$ cat config.mk
export PLATFORM = sky130hd
export DESIGN_NAME = alu_issue_ctrl
export DESIGN_NICKNAME = d
export VERILOG_FILES = /design/src/rtl/alu_issue_ctrl.sv
export SDC_FILE = /design/constraint.sdc
export NUM_CORES = 1
export LEC_CHECK = 0
export ABC_AREA = 1
export CORE_AREA = 2 2 96 98
export CTS_BUF_LIST = sky130_fd_sc_hd__clkbuf_4
export CTS_CLUSTER_SIZE = 16
export DETAILED_ROUTE_END_ITERATION = 16
export DIE_AREA = 0 0 98 100
export DONT_BUFFER_PORTS = 1
export GPL_TIMING_DRIVEN = 0
export PLACE_DENSITY_LB_ADDON = 0.12
export SYNTH_ARGS = -nofsm -noshare
export SYNTH_HDL_FRONTEND = slang
export SYNTH_SLANG_ARGS = --single-unit
$ cat constraint.sdc
create_clock -name clk -period 3 [get_ports clk]
set_input_delay 0.6 -clock clk [delete_from_list [all_inputs] [get_ports clk]]
set_output_delay 0.6 -clock clk [all_outputs]
set_load 0.1 [all_outputs]
$ cat src/rtl/alu_issue_ctrl.sv
// Multi-cycle issue controller for the integer ALU: accepts one RV32I R/I-type
// ALU instruction, sequences register read, ALU evaluation and write-back.
module alu_issue_ctrl #(
  parameter int unsigned SYNC_RF = 1
) (
  input  logic        clk,
  input  logic        reset_n,
  input  logic        instr_valid,
  output logic        instr_ready,
  input  logic [31:0] instr,
  output logic [4:0]  rs1_addr,
  output logic [4:0]  rs2_addr,
  input  logic [31:0] rs1_data,
  input  logic [31:0] rs2_data,
  output logic [2:0]  alu_opcode,
  output logic [31:0] alu_left,
  output logic [31:0] alu_right,
  input  logic [31:0] alu_result,
  output logic        rd_we,
  output logic [4:0]  rd_addr,
  output logic [31:0] rd_wdata,
  output logic        illegal
);

  localparam int unsigned XLEN = 32;

  localparam logic [2:0] ALU_OP_ADD = 3'd0;
  localparam logic [2:0] ALU_OP_SUB = 3'd1;
  localparam logic [2:0] ALU_OP_AND = 3'd2;
  localparam logic [2:0] ALU_OP_OR  = 3'd3;

  localparam logic [6:0] OPC_OP     = 7'b0110011;
  localparam logic [6:0] OPC_OPIMM  = 7'b0010011;
  localparam logic [6:0] F7_BASE    = 7'b0000000;
  localparam logic [6:0] F7_ALT     = 7'b0100000;

  typedef enum logic [2:0] {
    S_IDLE  = 3'd0,
    S_READ  = 3'd1,
    S_EXEC  = 3'd2,
    S_WB    = 3'd3,
    S_FAULT = 3'd4
  } state_t;

  state_t          state;
  logic [2:0]      op_q;
  logic            imm_sel_q;
  logic [XLEN-1:0] imm_q;

  logic            dec_ok;
  logic [2:0]      dec_op;
  logic            dec_imm_sel;
  logic            exec;

  // Decode of the supported R-type and I-type ALU instructions
  always_comb begin
    dec_ok      = 1'b0;
    dec_op      = ALU_OP_ADD;
    dec_imm_sel = 1'b0;
    case (instr[6:0])
      OPC_OP: begin
        if (instr[31:25] == F7_BASE) begin
          case (instr[14:12])
            3'b000:  begin dec_ok = 1'b1; dec_op = ALU_OP_ADD; end
            3'b111:  begin dec_ok = 1'b1; dec_op = ALU_OP_AND; end
            3'b110:  begin dec_ok = 1'b1; dec_op = ALU_OP_OR;  end
            default: dec_ok = 1'b0;
          endcase
        end else if ((instr[31:25] == F7_ALT) && (instr[14:12] == 3'b000)) begin
          dec_ok = 1'b1;
          dec_op = ALU_OP_SUB;
        end
      end
      OPC_OPIMM: begin
        dec_imm_sel = 1'b1;
        case (instr[14:12])
          3'b000:  begin dec_ok = 1'b1; dec_op = ALU_OP_ADD; end
          3'b111:  begin dec_ok = 1'b1; dec_op = ALU_OP_AND; end
          3'b110:  begin dec_ok = 1'b1; dec_op = ALU_OP_OR;  end
          default: dec_ok = 1'b0;
        endcase
      end
      default: dec_ok = 1'b0;
    endcase
  end

  // Sequencer with registered addresses, write-back and fault pulse
  always_ff @(posedge clk or negedge reset_n) begin
    if (!reset_n) begin
      state     <= S_IDLE;
      rs1_addr  <= 5'd0;
      rs2_addr  <= 5'd0;
      rd_addr   <= 5'd0;
      rd_wdata  <= '0;
      rd_we     <= 1'b0;
      illegal   <= 1'b0;
      op_q      <= ALU_OP_ADD;
      imm_sel_q <= 1'b0;
      imm_q     <= '0;
    end else begin
      rd_we   <= 1'b0;
      illegal <= 1'b0;
      case (state)
        S_IDLE: begin
          if (instr_valid) begin
            rs1_addr  <= instr[19:15];
            rs2_addr  <= instr[24:20];
            rd_addr   <= instr[11:7];
            op_q      <= dec_op;
            imm_sel_q <= dec_imm_sel;
            imm_q     <= {{(XLEN-12){instr[31]}}, instr[31:20]};
            if (!dec_ok) begin
              state   <= S_FAULT;
              illegal <= 1'b1;
            end else if (SYNC_RF != 0) begin
              state <= S_READ;
            end else begin
              state <= S_EXEC;
            end
          end
        end
        S_READ: state <= S_EXEC;
        S_EXEC: begin
          rd_wdata <= alu_result;
          rd_we    <= (rd_addr != 5'd0);
          state    <= S_WB;
        end
        S_WB:    state <= S_IDLE;
        S_FAULT: state <= S_IDLE;
        default: state <= S_IDLE;
      endcase
    end
  end

  // Operands must follow register-file data within the EXEC cycle, so they are gated, not registered
  assign exec        = (state == S_EXEC);
  assign instr_ready = (state == S_IDLE) && reset_n;
  assign alu_opcode  = exec ? op_q : 3'b000;
  assign alu_left    = exec ? rs1_data : '0;
  assign alu_right   = exec ? (imm_sel_q ? imm_q : rs2_data) : '0;

endmodule

==> metrics.txt, run 1 <==
Num Clock Sinks 62; Final Hold Fails 0; H-tree lvl count 3; DP Wirelength 7370 µm; Top Family by Delay on Critical Path simple AND/OR/NAND/NOR gates; RSZ-0062 raised after global routing yes; multi-input logic area 0.00181 mm²; Distinct cells, synth 24; CP Capture Type output pin; clock tree buffer depth 2; CTS tree done; global-route wire length before repair about 15000 µm; drt total wl a little under 10000 µm; critical path buffer and inverter count 3; fin area 0.00400 mm²; Critical Path Slowest Stage Cell nor2_2; Final ANT Viol Nets 0; crit path kind reg2out; Levels on crit path 6; via/cell ratio 4.99; row cnt 35; status finished with violations; antenna fix cells 0; Worst-Margin Slew between 1000 and 1500 ps; die area roughly 0.0098 mm²; synthesized netlist cell count between 400 and 500; worst endpoint required time approximately 2400 ps; Slew Limit Fails 0; Top Ports 248; MaxCap Viol Count 0; crit path launch state[0]$_DFFE_PN0P_; Final period util 101%; synthesized area 0.00323 mm²; worst r2r src rd_addr[0]$_DFFE_PN0P_; vias in the first global route ~2800; synth-to-layout area growth 23.8%; synth warn 0; die width 98 µm; Core ar. roughly 0.009 mm²; CTS buffer count 9; Residual DRC 0; I/O Buffers 0; post-synthesis register bit count just over 60; Setup Skew roughly 22 ps; CP arrival 2430 ps; clock-pin slew on the worst setup and hold paths between 100 and 150 ps; Avg Cell Area, Syn ~7 µm²; FF+latch area 0.00155 mm²; Skew-Pair Late Insertion Delay between 400 and 500 ps; TritonRoute pass-1 iters 4; Placed Area ~0.0036 mm²; crit path max fanout 10; largest net degree at the start of global routing 63; fmax 330 MHz; post-layout min period between 3000 and 4000 ps; failing checks setup timing; Worst R2R Path Depth 3; worst path cell trace inv_2, nand2_2, nor2_4, inv_4, buf_2, nor2_2; CP peak stage delay 850 ps; initial DRC count 87; GRT Resource Usage Total a little under a fifth; Syn Nets between 500 and 600; Final Net Count 603; Max-slew headroom 28.8%; total gr overflow 0; worst setup margin -30.7 ps; fraction of layout instances using a drive strength above 1 24.5%; Die H approximately 100 µm; Vias 2936; Seq/Total Area, Yosys between 40% and 50%; Worst Setup Start Kind flip-flop; fillers approximately 940; CTS root buffer clkbuf_4; initial antenna violation count 0; setup bufs post-CTS 0; gpl congestion approximately 0.86; setup violators final 9; starting density of the core around 36%; Routed wire per std cell 16.6 µm; Hold WC Path Type in2async
[state kept, by name (all words and copies together) (netlist names)]
name       count
imm_q          8
state          3
illegal        1
rd_addr        5
rs2_addr       4
rd_wdata      32
imm_sel_q      1
rs1_addr       5
op_q           2
rd_we          1
[area by class of cell]
cell class                      instances  area share [%]
Multi-Input combinational cell        322            45.3
Sequential cell                        62            38.8
Buffer                                 29            4.63
Inverter                               47            4.47
Tap cell                              111            3.47
Clock buffer                           11            2.06
Timing Repair Buffer                    1           0.687
Clock inverter                          5           0.656
[cell usage after synthesis]
master	count	area share [%]
a21oi_1	35	5.4
buf_1	1	0.12
buf_2	9	1.4
buf_4	11	2.6
buf_6	3	1.0
clkbuf_1	5	0.58
conb_1	1	0.12
dfrtp_1	62	48
inv_1	42	4.9
inv_2	4	0.46
inv_4	1	0.19
nand2_1	199	23
nand2_2	1	0.19
nand2b_1	1	0.19
nand3_1	5	0.77
nand3_4	1	0.54
nand3b_1	1	0.23
nor2_1	70	8.1
nor2_4	1	0.35
nor2_8	1	0.62
o21ai_0	3	0.46
o22ai_1	1	0.19
o41ai_1	1	0.27
or2_2	1	0.19
[placed cells by master, fill, tap and decap left out, types with 3 or more instances in the layout]
| cell type | instances |
|---|---|
| dfrtp_1 | 62 |
| nand2_1 | 199 |
| clkinv_2 | 3 |
| clkbuf_1 | 4 |
| nor2_2 | 10 |
| buf_4 | 11 |
| buf_2 | 9 |
| nand3_1 | 5 |
| inv_2 | 4 |
| clkbuf_4 | 11 |
| a21oi_4 | 11 |
| a21oi_1 | 24 |
| inv_1 | 42 |
| nor2_4 | 47 |
| nor2_1 | 14 |
| buf_6 | 3 |
| o21ai_0 | 3 |
[worst paths after layout]
check                           slack, ps                       end
worst max register to register       1370           rd_we$_DFF_PN0_
worst max-delay path                  -30              alu_left[13]
max in group asynchronous            2680      imm_q[7]$_DFFE_PN0P_
worst min register to register        480     imm_q[11]$_DFFE_PN0P_
worst min-delay path                   60  rd_wdata[12]$_DFFE_PN0P_
min in group clk                      300  rd_wdata[18]$_DFFE_PN0P_
[metrics by stage]
step	setup slack [ps]	hold WS, ps	instances	util, %	TNS (ps)
after floorplan	60.1	304	460	-	0
after global placement	-263	306	571	37.9	-2570
after detailed placement	252	305	571	40.0	0
after CTS	-56.5	43.6	588	43.2	-1080
after global routing	-143	42.9	588	45.0	-1260
final	-30.7	55.8	588	45.0	-197
[cells by family (layout without fill, tap and decap cells)]
family,count (synthesis),count (layout),share of synthesized area (%)
buffers and inverters,76,93,11.2
and+or+nand+nor,281,281,34.3
AOI/OAI and AO/OA,40,40,6.35
DFF,62,62,48.0
other,1,1,0.116
[per-layer routing]
metal | track usage, % | up-vias | part of all wire [%]
met1 | 21.9 | 1375 | 38
met5 | 0 | - | 0
met4 | 8.23 | 0 | 2.5
li1 | - | 1395 | -
met2 | 31.0 | 144 | 50
met3 | 7.59 | 22 | 9.5
[timing repair]
item,CTS,global route
endpoints found under the setup margin,46,45
pin swaps,0,1
endpoints found under the hold margin,62,0
hold buffers,1,0
resized for setup,25,34
Power of run 1 is not shown: default switching activity piles up to over one toggle a cycle in this logic, so the estimate is an artifact.
==> inputs of run 2 (changes only) <==
--- a/config.mk
+++ b/config.mk
@@ -13,7 +13,7 @@
 export DIE_AREA = 0 0 98 100
 export DONT_BUFFER_PORTS = 1
 export GPL_TIMING_DRIVEN = 0
-export PLACE_DENSITY_LB_ADDON = 0.12
+export REMOVE_ABC_BUFFERS = 1
 export SYNTH_ARGS = -nofsm -noshare
 export SYNTH_HDL_FRONTEND = slang
 export SYNTH_SLANG_ARGS = --single-unit
==> run 2 against run 1 <==
Against the previous run:
- the flow still finishes with violations (setup timing)
- wire length shrank 6.4%
- critical path depth shrank 1
- core utilization shrank 1.8 points
- setup slack lost 140 ps
- clock-buffer cell count shrank 2
- cell area shrank 4.1%
- clock skew shrank 5.7 ps
- register-to-register slack lost 60 ps
- sequential share of layout area grew 1.7 points
- first-iteration DRC count grew 55%
==> metrics.txt, run 2 (synthesis results as in run 1) <==
Residual DRC 0; fraction of layout instances using a drive strength above 1 between 20% and 30%; Die H around 100 µm; CTS root buffer clkbuf_4; Setup Skew around 16 ps; row cnt 35; drt total wl just over 9000 µm; max reg flops 32; CP arrival 2570 ps; crit path kind reg2out; crit path launch state[0]$_DFFE_PN0P_; antenna fix cells 0; failing checks setup timing; status finished with violations; multi-input logic area around 0.0017 mm²; DP Wirelength around 6000 µm; RSZ-0062 raised after global routing yes; total gr overflow 0; die area ~0.01 mm²; initial DRC count between 100 and 150; CP Capture Type output pin; Fin Setup TNS -3920 ps; CTS buffer count 9; Final Hold Fails 0; Skew-Pair Late Insertion Delay 420 ps; Critical Path Slowest Stage Cell nor2_2; TritonRoute pass-1 iters 4; global-route wire length before repair ~14000 µm; post-layout util 43.2%; Worst-Margin Slew between 1000 and 1500 ps; Worst Setup Start Kind flip-flop; CP peak stage delay 980 ps; Top Ports around 250; worst endpoint required time approximately 2400 ps; largest net degree at the start of global routing roughly 100; initial antenna violation count 0; Final Net Count between 500 and 600; Routed wire per std cell about 16 µm; clock-pin slew on the worst setup and hold paths about 130 ps; Vias roughly 2800; H-tree lvl count 3; post-layout min period about 3200 ps; fmax between 300 and 400 MHz; setup violators final 27; most common cell after layout, fill and taps aside nand2_1; biggest regs rd_wdata x32, imm_q x8; crit path max fanout 100; FF+latch area between 0.0015 and 0.002 mm²; MaxCap Viol Count 0; CTS tree done; worst r2r src state[0]$_DFFE_PN0P_; Core ar. ~0.0089 mm²; starting density of the core between 30 and 40%; most frequent cells in the layout nand2_1, dfrtp_1, inv_1; Final ANT Viol Nets 0; worst path cell trace inv_2, nand2_2, nor2_4, inv_8, nor2_2; Slew Limit Fails 0; synth-to-layout area growth 18.8%; die width slightly below 100 µm; pre-CTS setup slack -565 ps; GRT Resource Usage Total 17.8%; Hold WC Path Type in2async; fillers between 800 and 900; largest reg by FF count rd_wdata; vias in the first global route about 2700; clock tree buffer depth 2; Max-slew headroom about 28%; via/cell ratio 4.97; worst setup margin -173 ps; I/O Buffers 0; gpl congestion between 0.7 and 0.8; Final period util 106%; Num Clock Sinks a little over 60
==> run 2: cell types whose count changed in the layout (fill, tap and decap cells not counted), moves of 2 or more <==
cell       change
nor2_2        +20
nor2_4        -19
buf_4         -10
buf_2          -9
clkbuf_1       -4
buf_6          -3
bufinv_16      +3
clkinv_2       -3
inv_6          +3
clkbuf_4       -2
inv_8          +2
==> run 2: final cells by class <==
| type | instances | share of cell area, % |
|---|---|---|
| clock buffer | 9 | 1.76 |
| clock inverter | 7 | 3.32 |
| inverter | 47 | 4.89 |
| multi-input combinational | 323 | 44.9 |
| sequential | 62 | 40.4 |
| tap | 111 | 3.62 |
| timing repair buffer | 2 | 0.912 |
| timing repair inverter | 1 | 0.195 |
==> run 2: final timing paths <==
kind,to,slack (ps),cells after the start
worst max-delay path,alu_left[15],-170,5
worst min-delay path,rd_wdata[6]$_DFFE_PN0P_,30,1
worst max register to register,rd_wdata[4]$_DFFE_PN0P_,1310,6
worst min register to register,imm_q[11]$_DFFE_PN0P_,490,2
max in group asynchronous,imm_sel_q$_DFFE_PN0P_,2670,1
min in group clk,rd_wdata[24]$_DFFE_PN0P_,290,2
==> run 2: critical path, delay by kind of cell, from the launching register on <==
kind,cells,cell delay [ps]
AND/OR/NAND/NOR,3,1270
flip-flops,1,410
buffers and inverters,2,290
==> run 2: metal layers <==
layer	wire (µm)	global-route usage, %
met1	3520	21.6
met2	4690	29.9
met3	662	4.81
met4	245	7.59
met5	0	0
==> run 2: repair_timing <==
item	CTS	global route
pin swaps	3	2
resized for setup	41	3
gates cloned	1	1
setup buffers	1	0
hold endpoints to repair	62	0
hold buffers	1	0
setup endpoints to repair	66	54
==> run 2: stage by stage <==
step,hold WS [ps],cells,instance area (µm²)
detailed placement,305,542,3370
global placement,306,542,3190
CTS,16.2,561,3830
global route,20.9,562,3840
finish,26.0,562,3840
floorplan,304,431,3050
Power of run 2 is left out for the same reason.
==> inputs of run 3 (changes only) <==
--- a/config.mk
+++ b/config.mk
@@ -13,7 +13,6 @@
 export DIE_AREA = 0 0 98 100
 export DONT_BUFFER_PORTS = 1
 export GPL_TIMING_DRIVEN = 0
-export REMOVE_ABC_BUFFERS = 1
 export SYNTH_ARGS = -nofsm -noshare
 export SYNTH_HDL_FRONTEND = slang
 export SYNTH_SLANG_ARGS = --single-unit
==> run 3 against run 2 <==
Against the previous run:
- cell area is 4.3% higher
- via count grew 4.5%
- global-route usage rose by 0.30 points
- cell count increased by 4.6%
- the run now ends clean
- non-clock buffer count increased by 28
- worst hold slack better by 46 ps
==> metrics.txt, run 3 (synthesis results as in run 1) <==
biggest regs rd_wdata x32, imm_q x8; drt total wl 9420 µm; starting density of the core ~36%; CTS root buffer clkbuf_4; Worst Setup Start Kind flip-flop; clock tree buffer depth 2; most common cell after layout, fill and taps aside nand2_1; initial DRC count around 130; Critical Path Slowest Stage Cell nor2_2; fraction of layout instances using a drive strength above 1 between 20% and 30%; vias in the first global route roughly 2800; multi-input logic area between 0.0015 and 0.002 mm²; Final period util between 90% and 100%; initial antenna violation count 0; antenna fix cells 0; die width around 100 µm; fmax 334 MHz; worst endpoint required time about 2400 ps; CP peak stage delay approximately 850 ps; clock-pin slew on the worst setup and hold paths roughly 110 ps; Worst R2R Path Depth 3; I/O Buffers 0; Residual DRC 0; largest net degree at the start of global routing 63; max reg flops 32; fillers 885; TritonRoute pass-1 iters 4; setup bufs post-CTS 0; Top Ports about 250; MaxCap Viol Count 0; Skew-Pair Late Insertion Delay roughly 390 ps; Final ANT Viol Nets 0; Die H 100 µm; H-tree lvl count 3; DP Wirelength between 7000 and 8000 µm; Max-slew headroom 28.4%; FF+latch area approximately 0.0016 mm²; CTS buffer count 9; Routed wire per std cell 16.0 µm; post-layout min period around 3000 ps; worst r2r src rd_addr[0]$_DFFE_PN0P_; Final Hold Fails 0; Core ar. just under 0.009 mm²; GRT Resource Usage Total roughly 18%; total gr overflow 0; Setup Skew around 9.5 ps; crit path max fanout 10; setup violators final 0; Num Clock Sinks 62; Reg2Reg Setup Slack around 1300 ps; R2R Path End rd_we$_DFF_PN0_; global-route wire length before repair approximately 14000 µm; Hold WC Path Type in2async; die area 0.00980 mm²; synth-to-layout area growth 23.9%; worst path cell trace inv_2, nand2_2, nor2_4, inv_4, buf_2, nor2_2; most frequent cells in the layout nand2_1, dfrtp_1, inv_1; status completed; Worst-Margin Slew ~1100 ps; gpl congestion between 0.9 and 1; row cnt 35; worst setup margin roughly 5.6 ps; pre-CTS setup slack between 200 and 250 ps; RSZ-0062 raised after global routing yes; Vias 2918; Final Net Count ~600; crit path kind reg2out; CP Capture Type output pin; Slew Limit Fails 0; largest reg by FF count rd_wdata; CP arrival 2390 ps; CTS tree done; via/cell ratio between 4 and 5
==> run 3: changes by cell type in the layout (fill, tap and decap cells not counted), moves of 2 or more <==
cell	previous run	this run
buf_2	0	9
buf_4	1	11
buf_6	0	3
clkbuf_1	0	4
inv_6	3	1
inv_8	2	0
nor2_2	30	20
nor2_4	28	37
==> run 3: stage by stage <==
step                util (%)  cells  area, µm²  setup TNS, ps  hold slack, ps
floorplan                  -    460       3230              0             304
global placement        37.9    571       3370          -2330             306
detailed placement      40.0    571       3550              0             305
CTS                     43.6    588       3880           -697            39.1
global route            45.1    588       4010          -2220            47.5
finish                  45.1    588       4010              0            72.4
==> run 3: how the worst max path moves through the flow <==
stage	end	slack, ps	from
final	alu_left[19]	6	state[0]$_DFFE_PN0P_
after global routing	alu_left[2]	-130	state[0]$_DFFE_PN0P_
after CTS	alu_left[17]	-50	state[0]$_DFFE_PN0P_
after detailed placement	alu_right[8]	240	imm_sel_q$_DFFE_PN0P_
after global placement	alu_right[8]	-270	imm_sel_q$_DFFE_PN0P_
after floorplan	alu_right[10]	60	state[0]$_DFFE_PN0P_
==> run 3: final cells by class <==
type | instances | share of cell area [%]
buffer | 29 | 4.62
clock buffer | 10 | 1.87
clock inverter | 6 | 2.12
inverter | 47 | 4.47
multi-input combinational | 322 | 44.0
sequential | 62 | 38.7
tap | 111 | 3.47
timing repair buffer | 1 | 0.687
==> run 3: critical path, delay by kind of cell, from the launching register on <==
kind	cells	cell delay [ps]
buffers and inverters	3	470
and+or+nand+nor	3	1140
DFF	1	400
==> run 3: layer usage <==
| layer | track usage (%) | vias to the layer above | wire (µm) |
|---|---|---|---|
| li1 | - | 1395 | - |
| met1 | 21.0 | 1349 | 3510 |
| met2 | 32.3 | 158 | 4960 |
| met3 | 4.32 | 16 | 787 |
| met4 | 6.94 | 0 | 159 |
| met5 | 0 | - | 0 |
==> run 3: what timing repair did <==
| action | in CTS | in global routing |
|---|---|---|
| pin swaps | 0 | 1 |
| setup endpoints to repair | 33 | 53 |
| resized for setup | 22 | 27 |
| hold endpoints to repair | 62 | 0 |
| hold buffers | 1 | 0 |
Power of run 3 is left out for the same reason.
